### src/rtl/wb_arbiter2_pkg.sv
// Shared definitions for the two-master Wishbone arbiter.
// Holds bus widths, FSM state encodings, the default watchdog limit and the
// packed request/response payloads used by the arbiter mux.
package wb_arbiter2_pkg;

  localparam int unsigned ADR_W = 32;
  localparam int unsigned DAT_W = 32;
  localparam int unsigned SEL_W = 4;

  // Default watchdog limit and counter width (2**CNT_W must exceed TIMEOUT).
  localparam int unsigned TIMEOUT_DEF = 255;
  localparam int unsigned CNT_W_DEF   = 16;

  typedef enum logic [1:0] {
    ST_IDLE = 2'd0,
    ST_OWN0 = 2'd1,
    ST_OWN1 = 2'd2
  } state_e;

  // Master-to-slave request payload.
  typedef struct packed {
    logic             cyc;
    logic             stb;
    logic             we;
    logic [ADR_W-1:0] adr;
    logic [SEL_W-1:0] sel;
    logic [DAT_W-1:0] dat;
  } wb_req_t;

  // Slave-to-master response payload.
  typedef struct packed {
    logic [DAT_W-1:0] dat;
    logic             ack;
    logic             err;
    logic             rty;
  } wb_rsp_t;

  // One-hot grant vector for a state (bit0 = master 0, bit1 = master 1).
  function automatic logic [1:0] gnt_of(input state_e st);
    logic [1:0] g;
    g = 2'b00;
    case (st)
      ST_OWN0: g = 2'b01;
      ST_OWN1: g = 2'b10;
      default: g = 2'b00;
    endcase
    return g;
  endfunction

endpackage

### src/rtl/wb_watchdog.sv
// Bus watchdog counter.
// Counts consecutive stalled strobe cycles and raises fire in the cycle the
// count equals TIMEOUT; the counter then restarts from zero.
// Ports:
//   clk, rst  clock and asynchronous active-high reset
//   run       owner is strobing with no ack/err/rty this cycle
//   clr       ownership is ending (owner cyc low) or the bus is idle
//   fire      combinational: stalled for TIMEOUT cycles, terminate now
module wb_watchdog
  import wb_arbiter2_pkg::*;
#(
  parameter int unsigned TIMEOUT = TIMEOUT_DEF,
  parameter int unsigned CNT_W   = CNT_W_DEF
) (
  input  logic clk,
  input  logic rst,
  input  logic run,
  input  logic clr,
  output logic fire
);

  logic [CNT_W-1:0] cnt;

  // Fire only while still stalled; a response in the same cycle wins.
  assign fire = run && (cnt == CNT_W'(TIMEOUT));

  // Stall counter; clears on termination, idle strobe, handoff or firing,
  // so it never reaches the wrap point.
  always_ff @(posedge clk or posedge rst) begin
    if (rst) begin
      cnt <= '0;
    end else if (clr || !run || fire) begin
      cnt <= '0;
    end else begin
      cnt <= cnt + CNT_W'(1);
    end
  end

endmodule

### src/rtl/wb_arbiter2.sv
// Two-master Wishbone classic arbiter with bus watchdog.
// Master 0 (CPU BIU) and master 1 (DMA/video) share one slave port. Grants are
// round-robin and held for a whole cycle (until the owner drops cyc). The
// owner's request and the slave response pass through combinationally; the
// watchdog terminates a stalled transfer with err.
// Ports:
//   clk, rst                 clock, asynchronous active-high reset
//   mX_cyc/stb/we/adr/sel/dat_i   master X request
//   mX_dat/ack/err/rty_o     response to master X (zero unless X owns)
//   s_cyc/stb/we/adr/sel/dat_o    slave request (zero when idle)
//   s_dat/ack/err/rty_i      slave response
//   gnt_o                    one-hot current owner, 00 when idle
//   wdt_evt_o                single-cycle pulse when the watchdog fires
module wb_arbiter2
  import wb_arbiter2_pkg::*;
#(
  parameter int unsigned TIMEOUT = TIMEOUT_DEF,
  parameter int unsigned CNT_W   = CNT_W_DEF
) (
  input  logic             clk,
  input  logic             rst,
  // master 0
  input  logic             m0_cyc_i,
  input  logic             m0_stb_i,
  input  logic             m0_we_i,
  input  logic [ADR_W-1:0] m0_adr_i,
  input  logic [SEL_W-1:0] m0_sel_i,
  input  logic [DAT_W-1:0] m0_dat_i,
  output logic [DAT_W-1:0] m0_dat_o,
  output logic             m0_ack_o,
  output logic             m0_err_o,
  output logic             m0_rty_o,
  // master 1
  input  logic             m1_cyc_i,
  input  logic             m1_stb_i,
  input  logic             m1_we_i,
  input  logic [ADR_W-1:0] m1_adr_i,
  input  logic [SEL_W-1:0] m1_sel_i,
  input  logic [DAT_W-1:0] m1_dat_i,
  output logic [DAT_W-1:0] m1_dat_o,
  output logic             m1_ack_o,
  output logic             m1_err_o,
  output logic             m1_rty_o,
  // slave
  output logic             s_cyc_o,
  output logic             s_stb_o,
  output logic             s_we_o,
  output logic [ADR_W-1:0] s_adr_o,
  output logic [SEL_W-1:0] s_sel_o,
  output logic [DAT_W-1:0] s_dat_o,
  input  logic [DAT_W-1:0] s_dat_i,
  input  logic             s_ack_i,
  input  logic             s_err_i,
  input  logic             s_rty_i,
  // status
  output logic [1:0]       gnt_o,
  output logic             wdt_evt_o
);

  state_e  state;
  logic    last;      // most recent owner; reset to 1 so master 0 wins the first tie

  wb_req_t m0_req;
  wb_req_t m1_req;
  wb_req_t own_req;
  wb_rsp_t s_rsp;
  wb_rsp_t rsp0;
  wb_rsp_t rsp1;

  logic    resp_any;
  logic    wd_run;
  logic    wd_clr;
  logic    wd_fire;
  logic    own0;
  logic    own1;

  assign m0_req = '{cyc: m0_cyc_i, stb: m0_stb_i, we: m0_we_i,
                    adr: m0_adr_i, sel: m0_sel_i, dat: m0_dat_i};
  assign m1_req = '{cyc: m1_cyc_i, stb: m1_stb_i, we: m1_we_i,
                    adr: m1_adr_i, sel: m1_sel_i, dat: m1_dat_i};
  assign s_rsp  = '{dat: s_dat_i, ack: s_ack_i, err: s_err_i, rty: s_rty_i};

  assign own0 = (state == ST_OWN0);
  assign own1 = (state == ST_OWN1);

  // Arbitration FSM: grant from IDLE round-robin, hand off without a dead
  // cycle when the other master is already waiting.
  always_ff @(posedge clk or posedge rst) begin
    if (rst) begin
      state <= ST_IDLE;
      last  <= 1'b1;
    end else begin
      case (state)
        ST_IDLE: begin
          if (m0_cyc_i && m1_cyc_i) begin
            state <= last ? ST_OWN0 : ST_OWN1;
          end else if (m0_cyc_i) begin
            state <= ST_OWN0;
          end else if (m1_cyc_i) begin
            state <= ST_OWN1;
          end
        end
        ST_OWN0: begin
          if (!m0_cyc_i) begin
            last  <= 1'b0;
            state <= m1_cyc_i ? ST_OWN1 : ST_IDLE;
          end
        end
        ST_OWN1: begin
          if (!m1_cyc_i) begin
            last  <= 1'b1;
            state <= m0_cyc_i ? ST_OWN0 : ST_IDLE;
          end
        end
        default: begin
          state <= ST_IDLE;
        end
      endcase
    end
  end

  // Owner mux: request forward, response routed back to the owner only.
  always_comb begin
    own_req = '0;
    rsp0    = '0;
    rsp1    = '0;
    case (state)
      ST_OWN0: begin
        own_req = m0_req;
        rsp0    = s_rsp;
      end
      ST_OWN1: begin
        own_req = m1_req;
        rsp1    = s_rsp;
      end
      default: begin
        own_req = '0;
      end
    endcase
  end

  assign resp_any = s_ack_i | s_err_i | s_rty_i;
  assign wd_run   = own_req.cyc & own_req.stb & ~resp_any;
  // own_req.cyc is low both when idle and in the owner's release cycle.
  assign wd_clr   = ~own_req.cyc;

  wb_watchdog #(
    .TIMEOUT (TIMEOUT),
    .CNT_W   (CNT_W)
  ) u_wdt (
    .clk  (clk),
    .rst  (rst),
    .run  (wd_run),
    .clr  (wd_clr),
    .fire (wd_fire)
  );

  // Slave side; a watchdog fire withdraws the cycle in the same clock.
  assign s_cyc_o = own_req.cyc & ~wd_fire;
  assign s_stb_o = own_req.stb & ~wd_fire;
  assign s_we_o  = own_req.we;
  assign s_adr_o = own_req.adr;
  assign s_sel_o = own_req.sel;
  assign s_dat_o = own_req.dat;

  // Master side; watchdog error is merged into the owner's err.
  assign m0_dat_o = rsp0.dat;
  assign m0_ack_o = rsp0.ack;
  assign m0_err_o = rsp0.err | (wd_fire & own0);
  assign m0_rty_o = rsp0.rty;

  assign m1_dat_o = rsp1.dat;
  assign m1_ack_o = rsp1.ack;
  assign m1_err_o = rsp1.err | (wd_fire & own1);
  assign m1_rty_o = rsp1.rty;

  assign gnt_o     = gnt_of(state);
  assign wdt_evt_o = wd_fire;

endmodule

### config.mk
export PLATFORM = sky130hd
export DESIGN_NAME = wb_arbiter2
export DESIGN_NICKNAME = d
export VERILOG_FILES = /design/src/rtl/wb_arbiter2_pkg.sv /design/src/rtl/wb_watchdog.sv /design/src/rtl/wb_arbiter2.sv
export SDC_FILE = /design/constraint.sdc
export NUM_CORES = 1
export LEC_CHECK = 0
export CORE_AREA = 2 2 126 128
export CTS_BUF_LIST = sky130_fd_sc_hd__clkbuf_8
export CTS_CLUSTER_DIAMETER = 50
export DETAILED_ROUTE_END_ITERATION = 7
export DIE_AREA = 0 0 128 130
export HOLD_SLACK_MARGIN = 0.05
export SYNTH_ARGS = -nofsm -noshare
export SYNTH_HDL_FRONTEND = slang
export SYNTH_SLANG_ARGS = --single-unit
### constraint.sdc
create_clock -name clk -period 2.22 [get_ports clk]
set_clock_uncertainty 0.15 [all_clocks]
set_input_delay 0.555 -clock clk [delete_from_list [all_inputs] [get_ports clk]]
set_output_delay 0.555 -clock clk [all_outputs]
set_load 0.005 [all_outputs]
## After elaboration in Yosys (flattened, before gate mapping)

Index checks and enable logic that the tools add are counted.
Widths: inputs -> output; s select.

- Muxes and demuxes: 17
- Add/sub/neg operators: 1
- Reductions and logical operators: 9
- Eq/ne operators: 6
- Bitwise operators: 13

Operators by type and width:

| operator | number |
|---|---|
| $pmux 71 s2 | 1 |
| $mux 35 | 2 |
| $add 16x1->16 const B | 1 |
| $eq 16x8->1 const B | 1 |
| $mux 16 | 1 |
| $mux 2 | 7 |
| $and 1x1->1 | 6 |
| $pmux 2 s3 | 1 |
| $reduce_and 3->1 | 2 |
| $ne 2x2->1 const B | 2 |
| $ne 4x4->1 const B | 1 |
| $or 1x1->1 | 4 |
| $pmux 2 s2 | 1 |
| $mux 1 | 3 |
| $not 1->1 | 3 |
| $eq 2x1->1 const B | 1 |
| $eq 2x2->1 const B | 1 |
| $logic_and 1x1->1 | 2 |
| $logic_not 2->1 | 1 |
| $logic_or 1x1->1 | 2 |
| $pmux 1 s2 | 1 |
| $reduce_bool 2->1 | 1 |
| $logic_not 1->1 | 1 |

- Word-level logic and storage cells: 49
- Output and inout port bits: 144
- Input bits: 179
- Flip-flop bits (word level): 19

## Longest topological paths before layout

Gate-level depths: netlist of the first run.

- Depth after elaboration: 8
- Depth in mapped cells: 9
- Depth with buffers taken out: 6

## By module

From an unflattened synthesis of the first run, not the netlist that was laid out.

- Cell total of the unflattened synthesis: 353
- Area total of the unflattened synthesis: 2666.3 µm²

Modules (own cells, without submodules):

| module | times used | seq. area each (µm²) | area an instance (µm²) | cells each |
|---|---|---|---|---|
| wb_arbiter2 | 1 | 76.3 | 1850.5 | 272 |
| wb_watchdog | 1 | 400.4 | 815.8 | 81 |

## Least setup slack after synthesis of the first run

OpenSTA, ideal clock, no wires.

- Path kind: register -> output
- Start point: register state[0]
- End point: output s_adr_o[15]
- Required time: 1.515 ns
- Arrival time: 1.642 ns
- Buffers on the path: 3
- Stages on the path, launching flop included: 8
- Path slack: -0.127 ns
- Path through: dfrtp_1 inv_1 ha_1 buf_2 clkbuf_1 buf_1 a22oi_1 nor2b_1

- Cells in the longest elaborated chain, start to end: 2
- Elaborated cells between the ends (all ways): 3
- Those cells by class: eq/ne: 2; mux: 1

RTL lines:

| element | line | RTL |
|---|---|---|
| start: declaration | wb_arbiter2.sv:60 | `state_e state;` |
| start signal: assignment | wb_arbiter2.sv:96 | `state <= last ? ST_OWN0 : ST_OWN1;` |
| start signal: assignment | wb_arbiter2.sv:106 | `state <= m1_cyc_i ? ST_OWN1 : ST_IDLE;` |
| start signal: assignment | wb_arbiter2.sv:112 | `state <= m0_cyc_i ? ST_OWN0 : ST_IDLE;` |
| $eq 2x2->1 | n/a |  |
| named net own1 | wb_arbiter2.sv:75 | `logic own1;` |
| $pmux 71 s2 | wb_arbiter2.sv:127 | `case (state)` |
| end: declaration | wb_arbiter2.sv:48 | `output logic [ADR_W-1:0] s_adr_o,` |

The timed path passes the listed nets, and every way through them passes these cells.

## Worst setup path after layout of the first run

- Start point: register state[0]
- End point: output m0_err_o

- Cells in the longest elaborated chain, start to end: 7
- Elaborated cells between the ends (all ways): 9
- Those cells by class: eq/ne: 2; mux: 2; bitwise: 4; reduce/logical: 1

RTL lines:

| element | line | RTL |
|---|---|---|
| $eq 2x2->1 / $eq 2x1->1 (equally long branches) | wb_arbiter2.sv:127, wb_arbiter2.sv:83 |  |
| $pmux 71 s2 | wb_arbiter2.sv:127 |  |
| $and 1x1->1 (2 in a row) | wb_arbiter2.sv:143 | `assign wd_run = own_req.cyc & own_req.stb & ~resp_any;` |
| $logic_and 1x1->1 | wb_watchdog.sv:25 | `assign fire = run && (cnt == CNT_W'(TIMEOUT));` |
| $and 1x1->1 | wb_arbiter2.sv:169 | `assign m0_err_o = rsp0.err \| (wd_fire & own0);` |
| $or 1x1->1 (*) | wb_arbiter2.sv:169 |  |
| end: declaration | wb_arbiter2.sv:31 | `output logic m0_err_o,` |

Every way passes the cells marked *; elsewhere a longest branch is shown, timed or not.

==> results of run 1 <==
[cell type report]
| cell class | count | area (um2) |
|---|---|---|
| sequential | 19 | 478 |
| fill | 1518 | 7800 |
| timing repair buffer | 452 | 4420 |
| clock inverter | 1 | 3.75 |
| inverter | 7 | 28.8 |
| tap | 192 | 240 |
| clock buffer | 3 | 41.3 |
| multi-input combinational | 299 | 2400 |
[power groups by stage]
stage               Combinational (uW)  Sequential, uW  Clock (uW)
global placement                  4240             409           0
CTS                               5510             414         248
finish                            6530             414         244
detailed placement                4280             411           0
floorplan                         1850             406           0
global route                      6900             418         263
[worst max-delay path, cell delays in order (launching register included)]
cell and delay (ps):
dfrtp_1 420, buf_6 140, ha_4 160, buf_12 130
a22o_1 200, nand4_1 170, nor2b_4 60, buf_6 120
buf_6 100, o21a_1 150, buf_2 120
[metrics by stage]
step	setup TNS, ps	power (uW)
after floorplan	0	2250
after global placement	-50750	4650
after detailed placement	-53510	4690
after CTS	-47060	6180
after global routing	-52970	7580
final	-41860	7190
[what timing repair did]
item,CTS,global route
endpoints found under the setup margin,150,159
gates cloned,7,10
buffers inserted,41,35
gates resized for setup,401,165
pin swaps,22,22
[kinds of logic (layout without fill, tap and decap cells)]
kind of cell | Yosys count | in the layout | synth area share
flip-flops | 19 | 19 | 0.182
AO/OA/AOI/OAI | 83 | 83 | 0.235
adder cells (fa/ha/maj) | 7 | 7 | 0.0335
XOR/XNOR | 12 | 12 | 0.0402
buffers and inverters | 41 | 463 | 0.0660
AND/OR/NAND/NOR | 197 | 197 | 0.443
[routing by layer]
| metal | global-route usage | part of all wire | vias to the layer above |
|---|---|---|---|
| met2 | 0.336 | 0.52 | 160 |
| met3 | 0.0422 | 0.070 | 20 |
| met1 | 0.208 | 0.40 | 2109 |
| met4 | 0.0291 | 0.014 | 0 |
| met5 | 0 | 0 | - |
| li1 | - | - | 2095 |
[sequential cells by signal (all words and copies together), names as in the netlist]
| signal | flops |
|---|---|
| state | 2 |
| last | 1 |
| u_wdt.cnt | 16 |
[cells in the mapped netlist (all sizes together)]
| cell | number | area, um2 |
|---|---|---|
| nor3 | 5 | 25.0 |
| inv | 7 | 26.3 |
| nor4 | 5 | 37.5 |
| nand3 | 6 | 35.0 |
| nor2b | 71 | 447 |
| nand2 | 9 | 33.8 |
| dfrtp | 18 | 450 |
| nand4 | 5 | 31.3 |
| a22oi | 70 | 526 |
| o41ai | 1 | 8.76 |
| and2 | 68 | 425 |
| or4 | 2 | 15.0 |
| xor2 | 2 | 17.5 |
| or3 | 1 | 6.26 |
| a211oi | 1 | 7.51 |
| or2 | 1 | 6.26 |
| o21ai | 3 | 15.0 |
| a22o | 3 | 26.3 |
| o21a | 2 | 15.0 |
| buf | 14 | 71.3 |
| and3 | 1 | 6.26 |
| nor2 | 21 | 78.8 |
| xnor2 | 10 | 87.6 |
| clkbuf | 20 | 75.1 |
| dfstp | 1 | 26.3 |
| a21oi | 2 | 10.0 |
| ha | 7 | 87.6 |
| a21o | 1 | 7.51 |
| nand2b | 2 | 12.5 |
[final timing paths]
check	to	slack, ps	cells past startpoint
max in group asynchronous	last	1160	3
hold / removal	u_wdt.cnt[0]	400	2
hold reg to reg	u_wdt.cnt[0]	400	2
min in group asynchronous	u_wdt.cnt[11]	480	3
setup reg to reg	u_wdt.cnt[2]	-90	9
setup / recovery	m0_err_o	-520	10
==> results.toml, run 1 <==
[global_routing]
antenna_found_initial = 0
grt_pass1_wl_um = 23400
grt.total_usage = 0.178
grt_pass1_vias = 4226
grt_max_degree = 47
overflow = 0

[floorplan]
io_pins = 323
coreArea_mm2 = 0.0154
dieArea_mm2 = 0.0166
row_count = 46
die_w_um = 128
fp.dieH_um = 130
initial_utilization = 0.170

[setup_path]
crit_start = "state[0]"
crit_fanout = 5
worst_ep_required_time_ps = 1510
cp.arrival_ps = 2040
critPathCaptureType = "output port"
critPathKind = "flop to output port"
worstReg2RegStart = "state[0]"
cp-start-kind = "flop"

[placed_design]
place_congestion = 0.840
place_area_mm2 = 0.00630
portBuffers = 322
placedCellCount = 879
dp_hpwl_um = 11200
place_ws_ps = -735

[sta]
fmax_ghz = 0.364
drv_slew = 0
fin_ws_ps = -524
tightest_slew_ps = 344
finalCritPeriodShare = 1.24
fin_hold_ws_ps = 398
setup_viol = 151
max_slew_margin = 0.769
period_minus_slack_ps = 2740
rsz0062_at_grt = "yes"
hold_viol = 0

[yosys]
synth_area_per_cell_um2 = 7.29
syn_nets = 545
synth_cell_types = 34
ys_seq_area_frac = 0.182
syn_area_mm2 = 0.00262
syn_inst = 359
ys_warn_count = 0
ys_ff_latch = 19

[outcome]
status = "finished with violations"
violations = "negative setup slack"

[drt]
vias_per_cell = 4.51
wl_per_cell_um = 18.6
vias = 4384
dr.pass1.iters = 4
postRouteWirelength_um = 18100
ant_nets = 0
post-route-drc-count = 0
drt_iter0_drc = 220

[cells_and_area]
antenna_cells = 0
drive_above_1_share = 0.437
layout_commonest_cell = "clkdlybuf4s50_1"
fin_area_mm2 = 0.00762
utilization = 0.494
area_delta_synth_final_pct = 191
layout.cells.non_filler = 973
nets = 968
layout_common_cells = "clkdlybuf4s50_1, nor2b_1, buf_4, a22oi_2, buf_2"

[flow_run]
cap_violations = 0

[min_path]
hold_class = "flop to flop"
hold_start = "u_wdt.cnt[0]"

[power]
power.density_mw_per_mm2 = 943
irDropWorstVdd_uv = 371
switchingPower_uw = 2770
combPwrFrac = 0.908
clkPwrFrac = 0.034
leakagePower_uw = 0.00334
p_int_uw = 4420
switching_share = 0.385
seqPwrFrac = 0.058

[clock_tree]
htree_levels = 1
cts_made_buffers = 3
clock_path_buffers = 2
clk_latency_ps = 260
cts_tree = "yes"
root_buffer = "clkbuf_8"
cts.sink_count = 19
clkTransAtPathRegs_ps = 70
hold_buffers = 0
No activity file was read; power rests on OpenSTA's default activity.
==> inputs of run 2 (changes only) <==
--- a/config.mk
+++ b/config.mk
@@ -5,11 +5,12 @@
 export SDC_FILE = /design/constraint.sdc
 export NUM_CORES = 1
 export LEC_CHECK = 0
-export CORE_AREA = 2 2 126 128
+export CORE_AREA = 2 2 125 127
 export CTS_BUF_LIST = sky130_fd_sc_hd__clkbuf_8
 export CTS_CLUSTER_DIAMETER = 50
 export DETAILED_ROUTE_END_ITERATION = 7
-export DIE_AREA = 0 0 128 130
+export DIE_AREA = 0 0 127 129
+export DONT_BUFFER_PORTS = 1
 export HOLD_SLACK_MARGIN = 0.05
 export SYNTH_ARGS = -nofsm -noshare
 export SYNTH_HDL_FRONTEND = slang
==> run 2 against run 1 <==
The flow still finishes with violations (negative setup slack). Fmax is 7.2% higher. Clock-buffer cell count unchanged. Sequential share of layout area increased by 4.5 points. Register-to-register slack improved by 160 ps. Worst hold slack got worse by 120 ps. Combinational power is 25% lower. Final cell count fell by 39%. Wire length fell by 24%. Setup slack improved by 180 ps. Power shrank 23%. Critical path depth is 6 lower. Global-route usage fell by 3.2 points. Largest cell class is now multi-input combinational cells.
==> results.toml, run 2 (synthesis gave the netlist of run 1 again) <==
[outcome]
status = "finished with violations"
violations = "negative setup slack"

[floorplan]
fp.dieH_um = 129
coreArea_mm2 = 0.0150
die_w_um = 127
initial_utilization = 0.175
row_count = 45
io_pins = 323
dieArea_mm2 = 0.0164

[setup_path]
crit_fanout = 5
reg2reg_slack_ps = 70
cp.arrival_ps = 1860
worst-r2r-cell-count = 10
worst_ep_required_time_ps = 1510
critPathKind = "flop to output port"
reg2reg_to = "state[1]"
worstReg2RegStart = "state[0]"
cp-start-kind = "flop"
critPathCaptureType = "output port"

[clock_tree]
clock_path_buffers = 2
cts_tree = "yes"
clk_latency_ps = 260
root_buffer = "clkbuf_8"
cts_made_buffers = 3
cts.sink_count = 19
htree_levels = 1
clkTransAtPathRegs_ps = 80

[sta]
fin_ws_ps = -340
setup_viol = 130
finalCritPeriodShare = 1.15
tightest_slew_ps = 447
drv_slew = 0
max_slew_margin = 0.702
hold_viol = 0
period_minus_slack_ps = 2560
rsz0062_at_grt = "yes"
fmax_ghz = 0.391
fin_setup_tns_ps = -8320

[cells_and_area]
drive_above_1_share = 0.579
area_delta_synth_final_pct = 69.6
nFillCells = 1559
largestRegisters = "u_wdt.cnt: 16 flops, state: 2 flops, last: 1 flops"
antenna_cells = 0
top_register = "u_wdt.cnt"
largest_reg_flops = 16
layout_common_cells = "a22oi_2, and2_4, nor2b_1, buf_4, nor2_1"
nets = 588
utilization = 0.296
layout_commonest_cell = "a22oi_2"

[global_routing]
grt_util_met2 = 0.266
grt_pass1_vias = 3061
grt.total_usage = 0.146
busiest_layer = "met2"
overflow = 0
grt_pass1_wl_um = 17900
grt_max_degree = 45
antenna_found_initial = 0
met1_usage = 0.165
gr-usage-met3 = 0.0262

[min_path]
hold_path_depth = 2
hold_class = "input pin to flop"
hold_start = "m0_cyc_i"
hold_end = "state[0]"

[drt]
vias = 3085
drt_iter0_drc = 168
ant_nets = 0
wl_per_cell_um = 23.4
dr.pass1.iters = 4
post-route-drc-count = 0
vias_per_cell = 5.24
postRouteWirelength_um = 13800

[power]
leakagePower_uw = 0.00154
power.density_mw_per_mm2 = 1250
seqPwrFrac = 0.072
p_int_uw = 3190
switching_share = 0.426
clkPwrFrac = 0.046
switchingPower_uw = 2360
combPwrFrac = 0.881
irDropWorstVdd_uv = 511

[placed_design]
place_congestion = 0.878
portBuffers = 0
dp_hpwl_um = 7480

[flow_run]
cap_violations = 0
## run 2: routing by layer
metal | up-vias | share of wire | routed length (um)
met3 | 26 | 0.082 | 1130
met5 | - | 0 | 0
met2 | 256 | 0.52 | 7130
met1 | 1473 | 0.37 | 5140
met4 | 0 | 0.029 | 394
li1 | 1330 | - | -
## run 2: cell type report
type / count / area [um2] / area share
clock buffer: 3 / 41.3 / 0.00930
clock inverter: 1 / 7.51 / 0.00169
inverter: 7 / 26.3 / 0.00592
multi-input combinational: 299 / 2570 / 0.578
sequential: 19 / 477 / 0.107
tap: 188 / 235 / 0.0530
timing repair buffer: 72 / 1090 / 0.245
## run 2: timing repair
action / CTS / global route
endpoints found under the setup margin: 74 / 143
gates resized for setup: 129 / 82
gates cloned: 20 / 5
setup buffers: 23 / 12
hold buffers: 1 / 0
hold endpoints to repair: 7 / 0
pin swaps: 37 / 33
## run 2: worst max-delay path by stage
stage | slack, ps | end | startpoint
CTS | -370 | m1_err_o | u_wdt.cnt[8]
global route | -400 | m0_err_o | u_wdt.cnt[8]
global placement | -60 | m1_err_o | u_wdt.cnt[12]
detailed placement | -80 | m1_err_o | u_wdt.cnt[12]
finish | -340 | m0_err_o | u_wdt.cnt[8]
floorplan | 5 | m0_err_o | u_wdt.cnt[9]
## run 2: critical path, stage by stage (launching register included)
cell	delay (ps)
dfrtp_1	390
or4_4	550
nor4_4	220
nor2b_4	270
o21a_1	160
## run 2: power groups by stage
stage / Clock (uW) / Sequential, uW / Combinational [uW]
global placement: 0 / 404 / 2460
CTS: 267 / 400 / 4780
detailed placement: 0 / 405 / 2480
global route: 287 / 407 / 5130
finish: 258 / 400 / 4890
floorplan: 0 / 406 / 1850
## run 2: per-stage QoR
step | hold slack [ps] | total power (uW) | instances | worst slack (ps) | cell area, um2
global placement | 335 | 2870 | 537 | -63.3 | 2990
global route | 277 | 5820 | 589 | -397 | 4440
finish | 280 | 5550 | 589 | -340 | 4440
detailed placement | 339 | 2880 | 537 | -77.7 | 2990
CTS | 277 | 5440 | 585 | -367 | 4350
floorplan | 319 | 2250 | 359 | 5.03 | 2630
==> inputs of run 3 (changes only) <==
--- a/config.mk
+++ b/config.mk
@@ -12,6 +12,7 @@
 export DIE_AREA = 0 0 127 129
 export DONT_BUFFER_PORTS = 1
 export HOLD_SLACK_MARGIN = 0.05
+export PLACE_DENSITY = 0.43
 export SYNTH_ARGS = -nofsm -noshare
 export SYNTH_HDL_FRONTEND = slang
 export SYNTH_SLANG_ARGS = --single-unit
==> run 3 against run 2 <==
The run still ends with negative setup slack left. Via count rose by 3.1%. Combinational power rose by 17%. Die area did not move. Core utilization rose by 2.2 points. Worst hold slack got worse by 110 ps. Critical path type unchanged. Critical endpoint is now s_cyc_o.
==> results.toml, run 3 (synthesis gave the netlist of run 1 again) <==
[floorplan]
coreArea_mm2 = 0.0150
dieArea_mm2 = 0.0164
initial_utilization = 0.175
fp.dieH_um = 129
io_pins = 323
die_w_um = 127
row_count = 45

[setup_path]
crit_start = "u_wdt.cnt[12]"
critPathKind = "flop to output port"
crit_fanout = 5
cp.arrival_ps = 1900
critPathCaptureType = "output port"
worstReg2RegStart = "state[1]"
worst_ep_required_time_ps = 1510
cp-start-kind = "flop"

[cells_and_area]
top_register = "u_wdt.cnt"
drive_above_1_share = 0.607
nets = 617
utilization = 0.319
largestRegisters = "u_wdt.cnt: 16 flops, state: 2 flops, last: 1 flops"
multi_input_area_mm2 = 0.00257
fin_area_mm2 = 0.00477
seq_area_um2 = 477
area_delta_synth_final_pct = 82.4
layout_commonest_cell = "a22oi_2"
antenna_cells = 0
layout_common_cells = "a22oi_2, buf_4, and2_4, nor2b_1, nor2b_2"
largest_reg_flops = 16
nFillCells = 1551

[power]
clkPwrFrac = 0.038
total_power_uw = 6370
seqPwrFrac = 0.062
irDropWorstVdd_uv = 385
power.density_mw_per_mm2 = 1330
switchingPower_uw = 2710
switching_share = 0.425
leakagePower_uw = 0.00172
p_int_uw = 3660
combPwrFrac = 0.899

[global_routing]
overflow = 0
grt.total_usage = 0.180
grt_pass1_wl_um = 21400
grt_max_degree = 28
grt_pass1_vias = 3104
antenna_found_initial = 0

[sta]
max_slew_margin = 0.491
setup_viol = 106
fmax_ghz = 0.384
rsz0062_at_grt = "yes"
hold_viol = 0
tightest_slew_ps = 763
finalCritPeriodShare = 1.17
drv_slew = 0
period_minus_slack_ps = 2600
fin_ws_ps = -385

[clock_tree]
clkTransAtPathRegs_ps = 80
cts_made_buffers = 3
clock_path_buffers = 2
cts_tree = "yes"
htree_levels = 1
cts.sink_count = 19
clk_latency_ps = 260
root_buffer = "clkbuf_8"

[placed_design]
place_area_mm2 = 0.00310
portBuffers = 0
dp_hpwl_um = 10700
place_congestion = 0.891

[min_path]
hold_class = "input pin to async pin"

[outcome]
status = "finished with violations"
violations = "negative setup slack"

[drt]
drt_iter0_drc = 111
ant_nets = 0
postRouteWirelength_um = 17000
dr.pass1.iters = 4
vias = 3180
wl_per_cell_um = 27.5
vias_per_cell = 5.15
post-route-drc-count = 0

[flow_run]
cap_violations = 0
-- run 3: changes by cell type in the layout (fill, tap and decap cells not counted), moves of 3 or more --
cell,delta
and2_1,+22
and2_4,-22
buf_12,-4
buf_16,+3
buf_4,+16
buf_6,+11
clkbuf_16,+4
nor2b_1,-18
nor2b_2,+17
-- run 3: what timing repair did --
action | 4_1_cts | 5_1_grt
setup buffers | 23 | 20
cloned | 17 | 8
hold buffers | 0 | 0
resized for setup | 139 | 80
pin swaps | 35 | 24
hold endpoints to repair | 0 | 0
endpoints found under the setup margin | 72 | 136
-- run 3: path summary, 6_finish.rpt --
| kind | endpoint | slack [ps] | cells past startpoint |
|---|---|---|---|
| max | s_cyc_o | -380 | 5 |
| min | u_wdt.cnt[6] | 170 | 1 |
| max reg2reg | state[1] | 110 | 9 |
| min reg2reg | u_wdt.cnt[0] | 410 | 2 |
| max in group asynchronous | u_wdt.cnt[4] | 1270 | 1 |
| min in group clk | state[0] | 290 | 2 |
-- run 3: critical path, stage by stage (launching register included) --
cell and delay (ps):
dfrtp_1 380, or4_4 550, nor4_4 230, nor2b_4 290, buf_4 150, nor2_2 40
-- run 3: per-stage QoR --
stage | TNS (ps) | setup slack, ps | instances | hold slack, ps
after global routing | -20790 | -464 | 618 | 231
after CTS | -12720 | -418 | 597 | 185
after detailed placement | -989 | -140 | 553 | 402
final | -13140 | -385 | 618 | 167
after floorplan | 0 | 5.03 | 359 | 319
after global placement | -724 | -87.2 | 553 | 385
-- run 3: final cells by class --
class,instances,share of cell area
flip-flops and latches,19,0.0998
clock inverters,1,0.00105
inverters,7,0.00550
well taps,188,0.0493
repair buffers,101,0.298
clock buffers,3,0.00865
multi-input cells,299,0.537
-- run 3: routing by layer --
metal | up-vias | track usage | routed length [um]
met1 | 1532 | 0.213 | 6530
met2 | 225 | 0.306 | 8270
met5 | - | 0.0265 | 59
met4 | 2 | 0.0362 | 376
li1 | 1395 | - | -
met3 | 26 | 0.0757 | 1770
-- run 3: power groups by stage --
stage               clock, uW  sequential [uW]  combinational [uW]
detailed placement          0              397                2860
finish                    244              398                5730
global route              269              402                6000
global placement            0              398                2810
CTS                       254              397                5090
floorplan                   0              406                1850
